==> src/rtl/pipe_merge_if.sv <==
// Bundles the two upstream beat streams, the global stall, the merged output
// handshake and the sticky overflow flags of pipe_merge.
interface pipe_merge_if #(
  parameter int DATA_W = 32
);
  logic [DATA_W-1:0] in_data_1;
  logic              in_valid_1;
  logic [DATA_W-1:0] in_data_2;
  logic              in_valid_2;
  logic              stall;
  logic [DATA_W-1:0] out_data;
  logic              out_src;
  logic              out_valid;
  logic              out_ready;
  logic              overflow_1;
  logic              overflow_2;

  modport master (
    output in_data_1, in_valid_1, in_data_2, in_valid_2, out_ready,
    input  stall, out_data, out_src, out_valid, overflow_1, overflow_2
  );

  modport slave (
    input  in_data_1, in_valid_1, in_data_2, in_valid_2, out_ready,
    output stall, out_data, out_src, out_valid, overflow_1, overflow_2
  );
endinterface

==> src/rtl/pipe_merge.sv <==
// Merges two upstream pipelines into one stream through per-source FIFOs,
// a round-robin arbiter and a single output register.
module pipe_merge #(
  parameter int DATA_W = 32,
  parameter int DEPTH  = 4
) (
  input  logic         clk,
  input  logic         reset,
  pipe_merge_if.slave  bus
);
  localparam int PW = $clog2(DEPTH);
  localparam int CW = $clog2(DEPTH + 1);
  localparam logic [CW-1:0] FULL = CW'(DEPTH);
  localparam logic [CW-1:0] NEAR = CW'(DEPTH - 1);

  // Index 0 is pipeline 1, index 1 is pipeline 2 throughout.
  logic [1:0]        in_valid;
  logic [DATA_W-1:0] in_data [2];

  logic [DATA_W-1:0] mem_q   [2][DEPTH];
  logic [CW-1:0]     count_q [2];
  logic [CW-1:0]     count_d [2];
  logic [PW-1:0]     wr_q    [2];
  logic [PW-1:0]     rd_q    [2];
  logic [1:0]        ne, push, pop;
  logic [1:0]        ovf_q, ovf_d;
  logic              rr_q, rr_d;
  logic              loadable, load, grant;

  logic [DATA_W-1:0] out_data_q, out_data_d;
  logic              out_src_q, out_src_d;
  logic              out_valid_q, out_valid_d;

  assign in_valid   = {bus.in_valid_2, bus.in_valid_1};
  assign in_data[0] = bus.in_data_1;
  assign in_data[1] = bus.in_data_2;

  // Output handshake: a beat transfers on an edge where out_valid && out_ready;
  // while out_valid is high and out_ready low the register holds and nothing pops.
  always_comb begin
    for (int s = 0; s < 2; s++) ne[s] = (count_q[s] != '0);
    loadable    = !out_valid_q || bus.out_ready;
    load        = loadable && (ne != 2'b00);
    grant       = ne[1] && (!ne[0] || rr_q);
    pop         = 2'b00;
    if (load) pop[grant] = 1'b1;

    // A full FIFO still accepts a beat when its head leaves on the same edge.
    for (int s = 0; s < 2; s++) begin
      push[s]    = in_valid[s] && ((count_q[s] != FULL) || pop[s]);
      ovf_d[s]   = ovf_q[s] | (in_valid[s] & ~push[s]);
      count_d[s] = count_q[s] + CW'(push[s]) - CW'(pop[s]);
    end

    out_data_d  = out_data_q;
    out_src_d   = out_src_q;
    out_valid_d = out_valid_q;
    rr_d        = rr_q;
    if (load) begin
      out_data_d  = mem_q[grant][rd_q[grant]];
      out_src_d   = grant;
      out_valid_d = 1'b1;
      rr_d        = ~rr_q;
    end else if (loadable) begin
      out_valid_d = 1'b0;
    end
  end

  always_ff @(posedge clk) begin
    if (reset) begin
      for (int s = 0; s < 2; s++) begin
        count_q[s] <= '0;
        wr_q[s]    <= '0;
        rd_q[s]    <= '0;
      end
      ovf_q       <= 2'b00;
      rr_q        <= 1'b0;
      out_data_q  <= '0;
      out_src_q   <= 1'b0;
      out_valid_q <= 1'b0;
    end else begin
      for (int s = 0; s < 2; s++) begin
        count_q[s] <= count_d[s];
        wr_q[s]    <= wr_q[s] + PW'(push[s]);
        rd_q[s]    <= rd_q[s] + PW'(pop[s]);
      end
      ovf_q       <= ovf_d;
      rr_q        <= rr_d;
      out_data_q  <= out_data_d;
      out_src_q   <= out_src_d;
      out_valid_q <= out_valid_d;
    end
  end

  // Storage needs no reset: stale entries sit behind a zero count.
  always_ff @(posedge clk) begin
    for (int s = 0; s < 2; s++) begin
      if (push[s]) mem_q[s][wr_q[s]] <= in_data[s];
    end
  end

  // Raised one slot early so the beat already in flight upstream still fits.
  assign bus.stall      = (count_q[0] >= NEAR) || (count_q[1] >= NEAR);
  assign bus.out_data   = out_data_q;
  assign bus.out_src    = out_src_q;
  assign bus.out_valid  = out_valid_q;
  assign bus.overflow_1 = ovf_q[0];
  assign bus.overflow_2 = ovf_q[1];
endmodule

==> src/flat_wrapper.sv <==
// flat-port wrapper written by rule: the top's interface ports become plain ports
module pipe_merge_flat 
#(
  parameter int DATA_W = 32,
  parameter int DEPTH  = 4
)
  (clk, reset, bus_in_data_1, bus_in_valid_1, bus_in_data_2, bus_in_valid_2, bus_out_ready, bus_stall, bus_out_data, bus_out_src, bus_out_valid, bus_overflow_1, bus_overflow_2);
  pipe_merge_if #(.DATA_W(DATA_W)) bus_i ();
  input  logic clk;
  input  logic reset;
  input wire logic [$bits(bus_i.in_data_1)-1:0] bus_in_data_1;
  input wire logic [$bits(bus_i.in_valid_1)-1:0] bus_in_valid_1;
  input wire logic [$bits(bus_i.in_data_2)-1:0] bus_in_data_2;
  input wire logic [$bits(bus_i.in_valid_2)-1:0] bus_in_valid_2;
  input wire logic [$bits(bus_i.out_ready)-1:0] bus_out_ready;
  output wire logic [$bits(bus_i.stall)-1:0] bus_stall;
  output wire logic [$bits(bus_i.out_data)-1:0] bus_out_data;
  output wire logic [$bits(bus_i.out_src)-1:0] bus_out_src;
  output wire logic [$bits(bus_i.out_valid)-1:0] bus_out_valid;
  output wire logic [$bits(bus_i.overflow_1)-1:0] bus_overflow_1;
  output wire logic [$bits(bus_i.overflow_2)-1:0] bus_overflow_2;
  assign bus_i.in_data_1 = bus_in_data_1;
  assign bus_i.in_valid_1 = bus_in_valid_1;
  assign bus_i.in_data_2 = bus_in_data_2;
  assign bus_i.in_valid_2 = bus_in_valid_2;
  assign bus_i.out_ready = bus_out_ready;
  assign bus_stall = bus_i.stall;
  assign bus_out_data = bus_i.out_data;
  assign bus_out_src = bus_i.out_src;
  assign bus_out_valid = bus_i.out_valid;
  assign bus_overflow_1 = bus_i.overflow_1;
  assign bus_overflow_2 = bus_i.overflow_2;
  pipe_merge #(.DATA_W(DATA_W), .DEPTH(DEPTH)) u_core (.clk(clk), .reset(reset), .bus(bus_i));
endmodule
==> config.mk <==
export PLATFORM = sky130hd
export DESIGN_NAME = pipe_merge_flat
export DESIGN_NICKNAME = d
export VERILOG_FILES = /design/src/rtl/pipe_merge_if.sv /design/src/rtl/pipe_merge.sv /design/src/flat_wrapper.sv
export SDC_FILE = /design/constraint.sdc
export NUM_CORES = 1
export LEC_CHECK = 0
export ABC_AREA = 1
export BUFFER_PORTS_ARGS = -buffer_cell sky130_fd_sc_hd__buf_2
export CORE_ASPECT_RATIO = 1.4
export CORE_MARGIN = 1
export CORE_UTILIZATION = 54
export CTS_CLUSTER_DIAMETER = 150
export DETAILED_ROUTE_END_ITERATION = 10
export PLACE_DENSITY = 0.76
export SYNTH_ARGS = -nofsm -noshare
export SYNTH_HDL_FRONTEND = slang
export SYNTH_SLANG_ARGS = --single-unit
==> constraint.sdc <==
create_clock -name clk -period 4.3 [get_ports clk]
set_clock_uncertainty 0.1 [all_clocks]
set_input_delay 0.215 -clock clk [delete_from_list [all_inputs] [get_ports clk]]
set_output_delay 0.215 -clock clk [all_outputs]
set_load 0.03 [all_outputs]
==> Word level (Yosys, flattened, before mapping) <==
Memory sizes are Yosys's and may differ from the RTL's.
Index checks and enable logic that the tools add are counted.
W data, S select, Z words.
{ "word_totals": {"reg_bits": 37, "ram_bits": 270, "inputBits": 69, "output_inout_bits": 37, "wordCells": 87, "memories": 4} }
{ "mem_list": {"columns": ["name", "words", "word_bits", "read_ports", "rd_clocked_by_memory_dff", "write_ports", "line_no", "source"], "rows": [
  ["u_core.mem_q", 2, 128, 1, 0, 2, "pipe_merge.sv:20", "logic [DATA_W-1:0] mem_q [2][DEPTH];"],
  ["u_core.count_q", 2, 3, 2, 0, 2, "pipe_merge.sv:21", "logic [CW-1:0] count_q [2];"],
  ["u_core.rd_q", 2, 2, 3, 0, 2, "pipe_merge.sv:24", "logic [PW-1:0] rd_q [2];"],
  ["u_core.wr_q", 2, 2, 2, 0, 2, "pipe_merge.sv:23", "logic [PW-1:0] wr_q [2];"]
]} }
{ "op_classes": {"add_sub_neg": 8, "n_lt_le_gt_ge": 9, "n_eq_ne": 2, "muxes": 25, "bitwise_logic": 16, "n_reduce_logical": 18} }
{ "ops": {"columns": ["operator", "n"], "rows": [
  ["$mux W128", 2],
  ["$demux W32 S2", 2],
  ["$mux W32", 4],
  ["$bmux W32 S2", 1],
  ["$mux W2", 5],
  ["$ge A3 B3 Y1 const B", 3],
  ["$not A2 Y3", 3],
  ["$add A2 B1 Y2", 4],
  ["$mux W1", 8],
  ["$or A1 B1 Y1", 8],
  ["$logic_and A1 B1 Y1", 7],
  ["$add A3 B1 Y3", 2],
  ["$ge A3 B2 Y1 const B", 2],
  ["$lt A3 B1 Y1 const B", 2],
  ["$mux W3", 2],
  ["$ne A3 B3 Y1 const B", 2],
  ["$reduce_bool A3 Y1", 2],
  ["$sub A3 B1 Y3", 2],
  ["$logic_or A1 B1 Y1", 5],
  ["$reduce_bool A2 Y1", 2],
  ["$not A1 Y1", 3],
  ["$and A1 B1 Y1", 2],
  ["$logic_not A1 Y1", 2],
  ["$lt A1 B2 Y1 const B", 1],
  ["2 further kinds", 2]
]} }

==> Longest topological paths before layout <==
Gate-level depths: netlist of run 1.
{ "logic_depth": {"ltp_word": 14, "ltp_mapped": 15, "ltp_nobuf": 14} }

==> Worst setup path after synthesis of run 1 <==
OpenSTA, ideal clock, no wires.
{ "synth_path": {"path_type": "flip-flop to flip-flop", "startpoint": "memory u_core.count_q[0][1] (netlist name)", "endpoint": "memory u_core.mem_q[1][100] (netlist name) (enable)", "setup_ns": 0.461, "arrival_time_ns": 3.437, "required_time_ns": 3.739, "slack_ns": 0.301, "path_stages_with_launch": 11, "n_path_buf": 1, "period_less_slack_ns": 3.999, "path_cell_list": "dfxtp_1 > nor2_2 > nand2_2 > nand2_4 > nand2_4 > buf_6 > nor2_2 > inv_1 > nand3_1 > nand2_1 > nor3_1"} }
{ "synth_rtl": {"columns": ["item", "line_no"], "rows": [
  ["start: declaration", "pipe_merge.sv:21"],
  ["end: declaration", "pipe_merge.sv:20"]
]} }

==> flow_summary.yaml, run 1 <==
setup_path:
  critical_path_arrival_ns: 3.95
  critPathKind: "reg -> reg"
  path_max_fanout: 40
  critPathLaunchType: "flip-flop"
  cp-end-kind: "flip-flop"
  critPathRequiredTime_ns: 4.63
yosys:
  yosysUniqueCellTypes: 28
  ys_warn_count: 0
  seq_area_frac_synth: 0.675
  synth_area_leaders: "edfxtp_1 60%, nand2_1 16%, dfxtp_1 7.9%, nand3_1 6.3%, buf_2 2.3%"
  synth_area_per_cell_um2: 10.0
  syn_inst: 1287
  yosys.area.top_type: "edfxtp_1"
  synth_top_area_frac: 0.596
  ys_ff_latch: 307
  syn-num-nets: 1366
  syn-cell-area_um2: 12900
power_and_ir_drop:
  peakVddDrop_mv: 0.615
  p_leak_nw: 6.66
  power_mw: 11.0
  p_per_area_nw_per_um2: 723
clock_network:
  clock_path_buffers: 3
  post_cts_buffers: 0
  clkLatencyLatePin_ns: 0.53
  cts.clk_slew.worst_paths_ns: 0.07
  cts_made_buffers: 27
  cts_tree: "done"
  cts_max_level: 1
  clkSinkCount: 307
  cts_root_buf: "clkbuf_16"
  cts_hold_buffers: 67
  cts_resized: 0
flow_run:
  max_cap_violations: 0
finish:
  finalNetCount: 1509
  stdcell_area_um2: 15200
  fin_cells: 1758
  syn_to_final_growth_pct: 18.0
  drive_above_1_share: 0.130
floorplan:
  die_h_um: 185
  num_rows: 66
  start_util: 0.552
  io_pins: 106
  die_x_um: 133
  die_area_um2: 24500
  core-area_um2: 23400
placement:
  port_buffers: 105
  gp_congestion: 0.758
  dp_cells: 1640
  dpl_cell_area_um2: 13600
  post-dp-hpwl_mm: 15.6
route:
  drc: 0
  vias: 9193
  postRouteAntennaNets: 0
  vias_per_cell: 5.23
  wl_mm: 28.9
  dr.pass1.iters: 5
  avgRoutedWirePerCell_um: 16.4
  drt_iter0_drc: 652
global_route:
  grt_max_degree: 101
  grt_pass1_vias: 8791
  antenna_found_initial: 0
  overflow: 0
  grt_pass1_wl_mm: 44.9
  grt_use_total: 0.239
sta:
  setup_viol: 0
  period_minus_slack_ns: 3.62
  fin_hold_ws_ns: 0.221
  slew_viol_final: 0
  fmax_mhz: 277
  finalSetupTns_ns: 0
  worst_slew_pin_slew_ns: 1.19
  finalHoldViolCount: 0
  period_share: 0.841
  maxSlewHeadroom: 0.200
  rsz0062_at_grt: "no"
status:
  status: "complete, no violations"
worst_hold_path:
  hold_class: "in -> reg"
[power by group]
group	switching [mW]	internal [mW]	total, mW	leakage [nW]
logic	3.24	1.34	4.59	3.44
registers	0.176	3.69	3.87	2.77
clock network	1.05	1.51	2.56	0.459
total	4.47	6.55	11.0	6.66
[worst paths after layout]
| path | start | end | slack (ns) | cells after the start |
|---|---|---|---|---|
| max | u_core.count_q[0][1] | u_core.bus.out_data[5] | 0.68 | 10 |
| max reg2reg | u_core.count_q[0][1] | u_core.bus.out_data[5] | 0.68 | 10 |
| min | reset | u_core.count_q[0][3] | 0.22 | 3 |
| min reg2reg | u_core.ovf_q[1] | u_core.ovf_q[1] | 0.35 | 2 |
[synth_stat cells (all sizes together)]
| master | number |
|---|---|
| a21oi | 6 |
| buf | 64 |
| clkbuf | 9 |
| dfxtp | 51 |
| edfxtp | 256 |
| fa | 2 |
| ha | 8 |
| inv | 60 |
| nand2 | 564 |
| nand3 | 162 |
| nand3b | 1 |
| nand4 | 3 |
| nor2 | 80 |
| nor3 | 8 |
| nor3b | 1 |
| o21ai | 5 |
| or2 | 2 |
| xnor2 | 4 |
| xor2 | 1 |
[critical path, cell delays in order, from the launching register on]
cell and delay (ns):
dfxtp_1 0.34, nor2_2 0.17, nand2_2 0.10, nand2_4 0.33, nand2_4 0.34, o21ai_4 1.02
inv_2 0.64, nand2_1 0.23, nand3_1 0.10, nand2_1 0.10, inv_1 0.04
[cells by family after synthesis]
logic type | synth area share
buf+inv | 0.0465
compound gates | 0.00485
flops | 0.675
simple gates | 0.259
fa+ha+maj | 0.0109
xor+xnor | 0.00339
[layer usage]
metal | vias to the layer above | GRT usage | routed length, um
met5 | - | 0 | 0
met4 | 0 | 0.0943 | 713
met3 | 56 | 0.0298 | 1620
met2 | 289 | 0.432 | 15000
met1 | 4338 | 0.291 | 11600
li1 | 4510 | - | -
[cells in the final DEF (no fill, tap or decap), types with 3 or more instances in the layout]
master,n
nand2_1,558
edfxtp_1,256
nand3_1,162
buf_2,105
nor2_1,77
dlygate4sd3_1,67
inv_1,56
dfxtp_1,51
clkbuf_16,27
buf_4,15
nor3_2,8
ha_1,8
a21oi_1,6
bufinv_16,5
xnor2_1,4
inv_2,4
clkinv_2,4
nor2_2,3
nand2_2,3
nand2_4,3
nand4_1,3
clkbuf_8,3
clkinvlp_4,3
clkbuf_1,3
[state kept, by name, summed over array words and instances (netlist names)]
| signal | flops |
|---|---|
| u_core.ovf_q | 2 |
| u_core.count_q | 6 |
| u_core.mem_q | 256 |
| u_core.wr_q | 4 |
| u_core.rd_q | 4 |
| u_core.rr_q | 1 |
| u_core.bus.out_data | 32 |
| u_core.bus.out_src | 1 |
| u_core.bus.out_valid | 1 |
[metrics by stage]
stage / setup WS, ns / utilization
6_report: 0.684 / 0.652
3_3_place_gp: 0.797 / 0.582
3_5_place_dp: 0.711 / 0.582
5_1_grt: 0.396 / 0.651
2_1_floorplan: 0.301 / -
4_1_cts: 0.667 / 0.651
[layout make-up]
type / count / area, um2
Antenna cell: 2 / 5.00
Clock buffer: 33 / 728
Clock inverter: 16 / 223
Fill cell: 1790 / 8140
Inverter: 60 / 225
Multi-Input combinational cell: 847 / 3650
Sequential cell: 307 / 8710
Tap cell: 306 / 383
Timing Repair Buffer: 187 / 1310
Note: power is estimated with default switching activity, not from simulation.
==> inputs of run 2 (changes only) <==
==> constraint.sdc (replaced) <==
create_clock -name clk -period 3.3 [get_ports clk]
set_clock_uncertainty 0.1 [all_clocks]
set_input_delay 0.165 -clock clk [delete_from_list [all_inputs] [get_ports clk]]
set_output_delay 0.165 -clock clk [all_outputs]
set_load 0.03 [all_outputs]
==> run 2 against run 1 <==
Final cell count grew 0.68%. Clock power increased by 30%. Critical endpoint is now u_core.bus.out_data[18]. Critical path depth rose by 2. Count of clock-buffer cells in the layout rose by 8. Highest routed layer unchanged. Register-to-register slack worse by 0.40 ns. First-iteration DRC count rose by 26%. Die area stayed put. Largest power group unchanged. Sequential power grew 30%. Global-route usage grew 1.6 points. Routed wire length grew 6.8%.
==> flow_summary.yaml, run 2 (synthesis results as in run 1) <==
status:
  status: "complete, no violations"
clock_network:
  cts_tree: "done"
  cts_max_level: 1
  cts_root_buf: "clkbuf_16"
  clkLatencyLatePin_ns: 0.54
  clock_path_buffers: 3
  cts_made_buffers: 28
  cts.clk_slew.worst_paths_ns: 0.06
  clkSinkCount: 307
placement:
  dp_cells: 1651
  gp_congestion: 0.785
  dpl_cell_area_um2: 13700
  port_buffers: 105
  post-dp-hpwl_mm: 17.1
floorplan:
  start_util: 0.552
  io_pins: 106
  core-area_um2: 23400
  die_h_um: 185
  die_area_um2: 24500
  num_rows: 66
  die_x_um: 133
setup_path:
  critical_path.startpoint: "u_core.count_q[0][4]"
  r2r_end: "u_core.bus.out_data[18]"
  critical_path_arrival_ns: 3.40
  critPathRequiredTime_ns: 3.69
  reg2reg_slack_ns: 0.28
  crit_top_cell: "nand2_1"
  rr_worst_depth: 12
  cp-end-kind: "flip-flop"
  slowest_stage: "buf_4"
  path_max_fanout: 108
  crit_path_end: "u_core.bus.out_data[18]"
  worstPathCellList: "nor2_2 > nand2_4 > buf_4 > nand3b_1 > nand2_2 > buf_4 > nand2_1 > nand2_1 > nand2_1 > nand3_1 > nand2_1 > inv_1"
  critPathKind: "reg -> reg"
  slowest_delay_ns: 0.91
  critPathLaunchType: "flip-flop"
  reg2reg_from: "u_core.count_q[0][4]"
finish:
  stdcell_area_um2: 15300
  final_cell_mix: "558 x nand2_1, 256 x edfxtp_1, 162 x nand3_1, 105 x buf_2, 77 x nor2_1"
  drive_above_1_share: 0.137
  finalNetCount: 1521
  diodes: 0
  final_util: 0.657
  largest_register_ffs: 256
  syn_to_final_growth_pct: 18.9
  fin_cells: 1770
  mostFrequentLayoutCell: "nand2_1"
sta:
  rsz0062_at_grt: "no"
  worst_slew_pin_slew_ns: 1.21
  finalSetupTns_ns: 0
  period_minus_slack_ns: 3.02
  slew_viol_final: 0
  maxSlewHeadroom: 0.190
  finalHoldViolCount: 0
  fmax_mhz: 332
  period_share: 0.914
  setup_viol: 0
route:
  drt_iter0_drc: 821
  drc: 0
  dr.pass1.iters: 5
  vias_per_cell: 5.36
  wl_mm: 30.9
  avgRoutedWirePerCell_um: 17.4
  postRouteAntennaNets: 0
  vias: 9482
global_route:
  antenna_found_initial: 0
  grt_pass1_wl_mm: 47.9
  overflow: 0
  grt_use_total: 0.255
  grt_pass1_vias: 9345
  grt_max_degree: 109
power_and_ir_drop:
  p_per_area_nw_per_um2: 954
  power_mw: 14.6
  peakVddDrop_mv: 0.781
  p_leak_nw: 6.75
worst_hold_path:
  hold_class: "in -> reg"
flow_run:
  max_cap_violations: 0
## run 2: cell types whose count changed in the layout (fill, tap and decap cells not counted), sizes merged
| cell | previous run | this run |
|---|---|---|
| buf | 120 | 131 |
| diode | 2 | 0 |
| clkbuf | 33 | 41 |
| inv | 61 | 60 |
| bufinv | 5 | 3 |
| clkinvlp | 3 | 1 |
## run 2: power breakdown
| group | total, mW | internal, mW | switching [mW] |
|---|---|---|---|
| Combinational | 6.26 | 1.82 | 4.45 |
| Sequential | 5.02 | 4.81 | 0.214 |
| Clock | 3.34 | 1.98 | 1.37 |
| Total | 14.6 | 8.60 | 6.03 |
## run 2: through the flow
step | hold WS (ns) | worst slack (ns)
after global routing | 0.271 | 0.0636
after global placement | 0.279 | 0.520
after floorplan | 0.164 | -0.699
after detailed placement | 0.283 | 0.393
after CTS | 0.257 | 0.368
final | 0.268 | 0.284
## run 2: worst max-delay path: cells and delay by family (launching register included)
kind / cells / cell delay (ns)
buffers and inverters: 3 / 1.37
and+or+nand+nor: 9 / 1.01
DFF: 1 / 0.42
## run 2: what timing repair did
item | CTS | global route
hold buffers | 67 | 0
gates resized for setup | 0 | 0
setup buffers | 0 | 0
endpoints found under the hold margin | 259 | 0
## run 2: layout make-up
class                      instances  area [um2]
inverter                          60         225
clock buffer                      41         831
sequential                       307        8710
multi-input combinational        847        3670
clock inverter                    11         135
tap                              306         383
timing repair buffer             198        1390
fill                            1741        8030
## run 2: how the worst min path moves through the flow
| stage | from | end | slack, ns | cells past startpoint |
|---|---|---|---|---|
| 2_1_floorplan | bus_in_data_1[0] | u_core.mem_q[0][0] | 0.16 | 0 |
| 3_3_place_gp | bus_in_data_2[17] | u_core.mem_q[1][49] | 0.28 | 1 |
| 3_5_place_dp | bus_in_data_2[9] | u_core.mem_q[1][9] | 0.28 | 1 |
| 4_1_cts | bus_in_data_2[9] | u_core.mem_q[1][9] | 0.26 | 2 |
| 5_1_grt | bus_in_data_2[7] | u_core.mem_q[1][103] | 0.27 | 2 |
| 6_report | bus_in_data_2[30] | u_core.mem_q[1][62] | 0.27 | 2 |
## run 2: layer usage
layer	up-vias	wire length, um	part of all wire	GRT usage
li1	4528	-	-	-
met2	392	16100	0.52	0.466
met5	-	0	0	0
met4	0	844	0.027	0.106
met3	72	2050	0.066	0.0293
met1	4490	11800	0.38	0.306
==> inputs of run 3 (changes only) <==
--- a/config.mk
+++ b/config.mk
@@ -9,10 +9,9 @@
 export BUFFER_PORTS_ARGS = -buffer_cell sky130_fd_sc_hd__buf_2
 export CORE_ASPECT_RATIO = 1.4
 export CORE_MARGIN = 1
-export CORE_UTILIZATION = 54
+export CORE_UTILIZATION = 40
 export CTS_CLUSTER_DIAMETER = 150
 export DETAILED_ROUTE_END_ITERATION = 10
-export PLACE_DENSITY = 0.76
 export SYNTH_ARGS = -nofsm -noshare
 export SYNTH_HDL_FRONTEND = slang
 export SYNTH_SLANG_ARGS = --single-unit
==> constraint.sdc (replaced) <==
create_clock -name clk -period 2.62 [get_ports clk]
set_clock_uncertainty 0.1 [all_clocks]
set_input_delay 0.131 -clock clk [delete_from_list [all_inputs] [get_ports clk]]
set_output_delay 0.131 -clock clk [all_outputs]
set_load 0.03 [all_outputs]
==> run 3 against run 2 <==
Core utilization shrank 16 points. Clock power rose by 21%. Worst setup slack got worse by 0.10 ns. Largest cell class unchanged. Die area is 35% higher. Critical endpoint is now u_core.mem_q[0][109].
==> flow_summary.yaml, run 3 (synthesis results as in run 1) <==
status:
  status: "complete, no violations"
sta:
  finalSetupTns_ns: 0
  setup_viol: 0
  fmax_mhz: 410
  worst_slew_pin_slew_ns: 0.914
  maxSlewHeadroom: 0.391
  rsz0062_at_grt: "no"
  slew_viol_final: 0
  finalHoldViolCount: 0
  period_share: 0.931
  period_minus_slack_ns: 2.44
setup_path:
  reg2reg_from: "u_core.count_q[0][3]"
  critPathLaunchType: "flip-flop"
  slowest_delay_ns: 0.61
  critical_path_arrival_ns: 2.59
  path_max_fanout: 21
  worstPathCellList: "nor2_2 > nand2_4 > nand2_4 > nand2_1 > inv_2 > o21ai_1 > buf_4 > buf_4 > nor3_4 > buf_12"
  cp-end-kind: "flip-flop"
  critPathRequiredTime_ns: 2.77
  critical_path.startpoint: "u_core.count_q[0][3]"
  slowest_stage: "nor3_4"
  critPathKind: "reg -> reg"
power_and_ir_drop:
  p_leak_nw: 6.86
  power_mw: 18.6
  peakVddDrop_mv: 0.828
  p_per_area_nw_per_um2: 1180
floorplan:
  num_rows: 77
  die_area_um2: 33000
  die_h_um: 214
  io_pins: 106
  die_x_um: 154
  core-area_um2: 31700
  start_util: 0.407
global_route:
  grt_pass1_wl_mm: 50.7
  grt_use_total: 0.200
  grt_max_degree: 131
  antenna_found_initial: 0
  grt_pass1_vias: 9242
  overflow: 0
route:
  vias_per_cell: 4.97
  drt_iter0_drc: 574
  drc: 0
  postRouteAntennaNets: 0
  wl_mm: 32.1
  vias: 9331
  avgRoutedWirePerCell_um: 17.1
  dr.pass1.iters: 6
finish:
  ff_latch_area_um2: 8710
  mostFrequentLayoutCell: "nand2_1"
  multi_input_area_um2: 3700
  stdcell_area_um2: 15700
  syn_to_final_growth_pct: 21.9
  diodes: 0
  final_cell_mix: "558 x nand2_1, 256 x edfxtp_1, 162 x nand3_1, 105 x buf_2, 77 x nor2_1"
  largest_register_ffs: 256
  finalNetCount: 1539
  drive_above_1_share: 0.142
  fillers: 2887
clock_network:
  cts_root_buf: "clkbuf_16"
  cts_made_buffers: 30
  cts_max_level: 1
  clock_path_buffers: 3
  clkLatencyLatePin_ns: 0.56
  clkSinkCount: 307
  cts.clk_slew.worst_paths_ns: 0.06
  cts_tree: "done"
placement:
  dpl_cell_area_um2: 14100
  port_buffers: 105
  post-dp-hpwl_mm: 18.4
  gp_congestion: 0.758
worst_hold_path:
  hold_path.startpoint: "bus_in_data_2[7]"
  hold_class: "in -> reg"
flow_run:
  max_cap_violations: 0
## run 3: cell types whose count changed in the layout (fill, tap and decap cells not counted), moves of 4 or more
cell	delta
clkbuf_8	-6
buf_12	+13
clkinv_1	+6
nor3_2	-4
nor3_4	+4
## run 3: layer usage
metal  wire [um]  vias to the layer above  part of all wire  GRT usage
li1            -                     4582                 -          -
met4         854                        0             0.027     0.0707
met5           0                        -                 0          0
met1       13500                     4428              0.42      0.244
met2       16200                      254              0.50      0.363
met3        1570                       67             0.049     0.0232
## run 3: path summary, 6_finish.rpt
path / end / slack [ns] / depth (start not counted)
worst min-delay path: u_core.mem_q[1][103] / 0.22 / 2
worst max register to register: u_core.mem_q[0][109] / 0.18 / 10
worst max-delay path: u_core.mem_q[0][109] / 0.18 / 10
worst min register to register: u_core.ovf_q[1] / 0.35 / 2
## run 3: final cells by class
| type | instances | area share |
|---|---|---|
| sequential | 307 | 0.554 |
| multi-input combinational | 847 | 0.235 |
| timing repair buffer | 214 | 0.107 |
| clock buffer | 39 | 0.0512 |
| tap | 395 | 0.0314 |
| inverter | 60 | 0.0145 |
| clock inverter | 17 | 0.00684 |
## run 3: timing repair
item | in CTS | in global routing
setup buffers | 0 | 2
endpoints found under the hold margin | 265 | 0
endpoints found under the setup margin | 0 | 36
resized for setup | 0 | 4
hold buffers | 68 | 0
## run 3: power breakdown
part           switching (mW)  internal [mW]
registers               0.262           6.06
clock network            1.78           2.26
logic                    5.67           2.60
total                    7.71           10.9
## run 3: worst max-delay path, delay by kind of cell, from the launching register on
family / cells / cell delay, ns
buf+inv: 4 / 0.63
simple gates: 5 / 1.02
compound gates: 1 / 0.06
flops: 1 / 0.32
## run 3: stage by stage
| stage | hold WS [ns] | worst slack [ns] | utilization | instances |
|---|---|---|---|---|
| finish | 0.220 | 0.181 | 0.496 | 1879 |
| global route | 0.229 | 0.00359 | 0.496 | 1879 |
| CTS | 0.202 | 0.131 | 0.495 | 1877 |
| detailed placement | 0.250 | 0.140 | 0.445 | 1753 |
| global placement | 0.247 | 0.152 | 0.445 | 1753 |
| floorplan | 0.130 | -0.444 | - | 1287 |
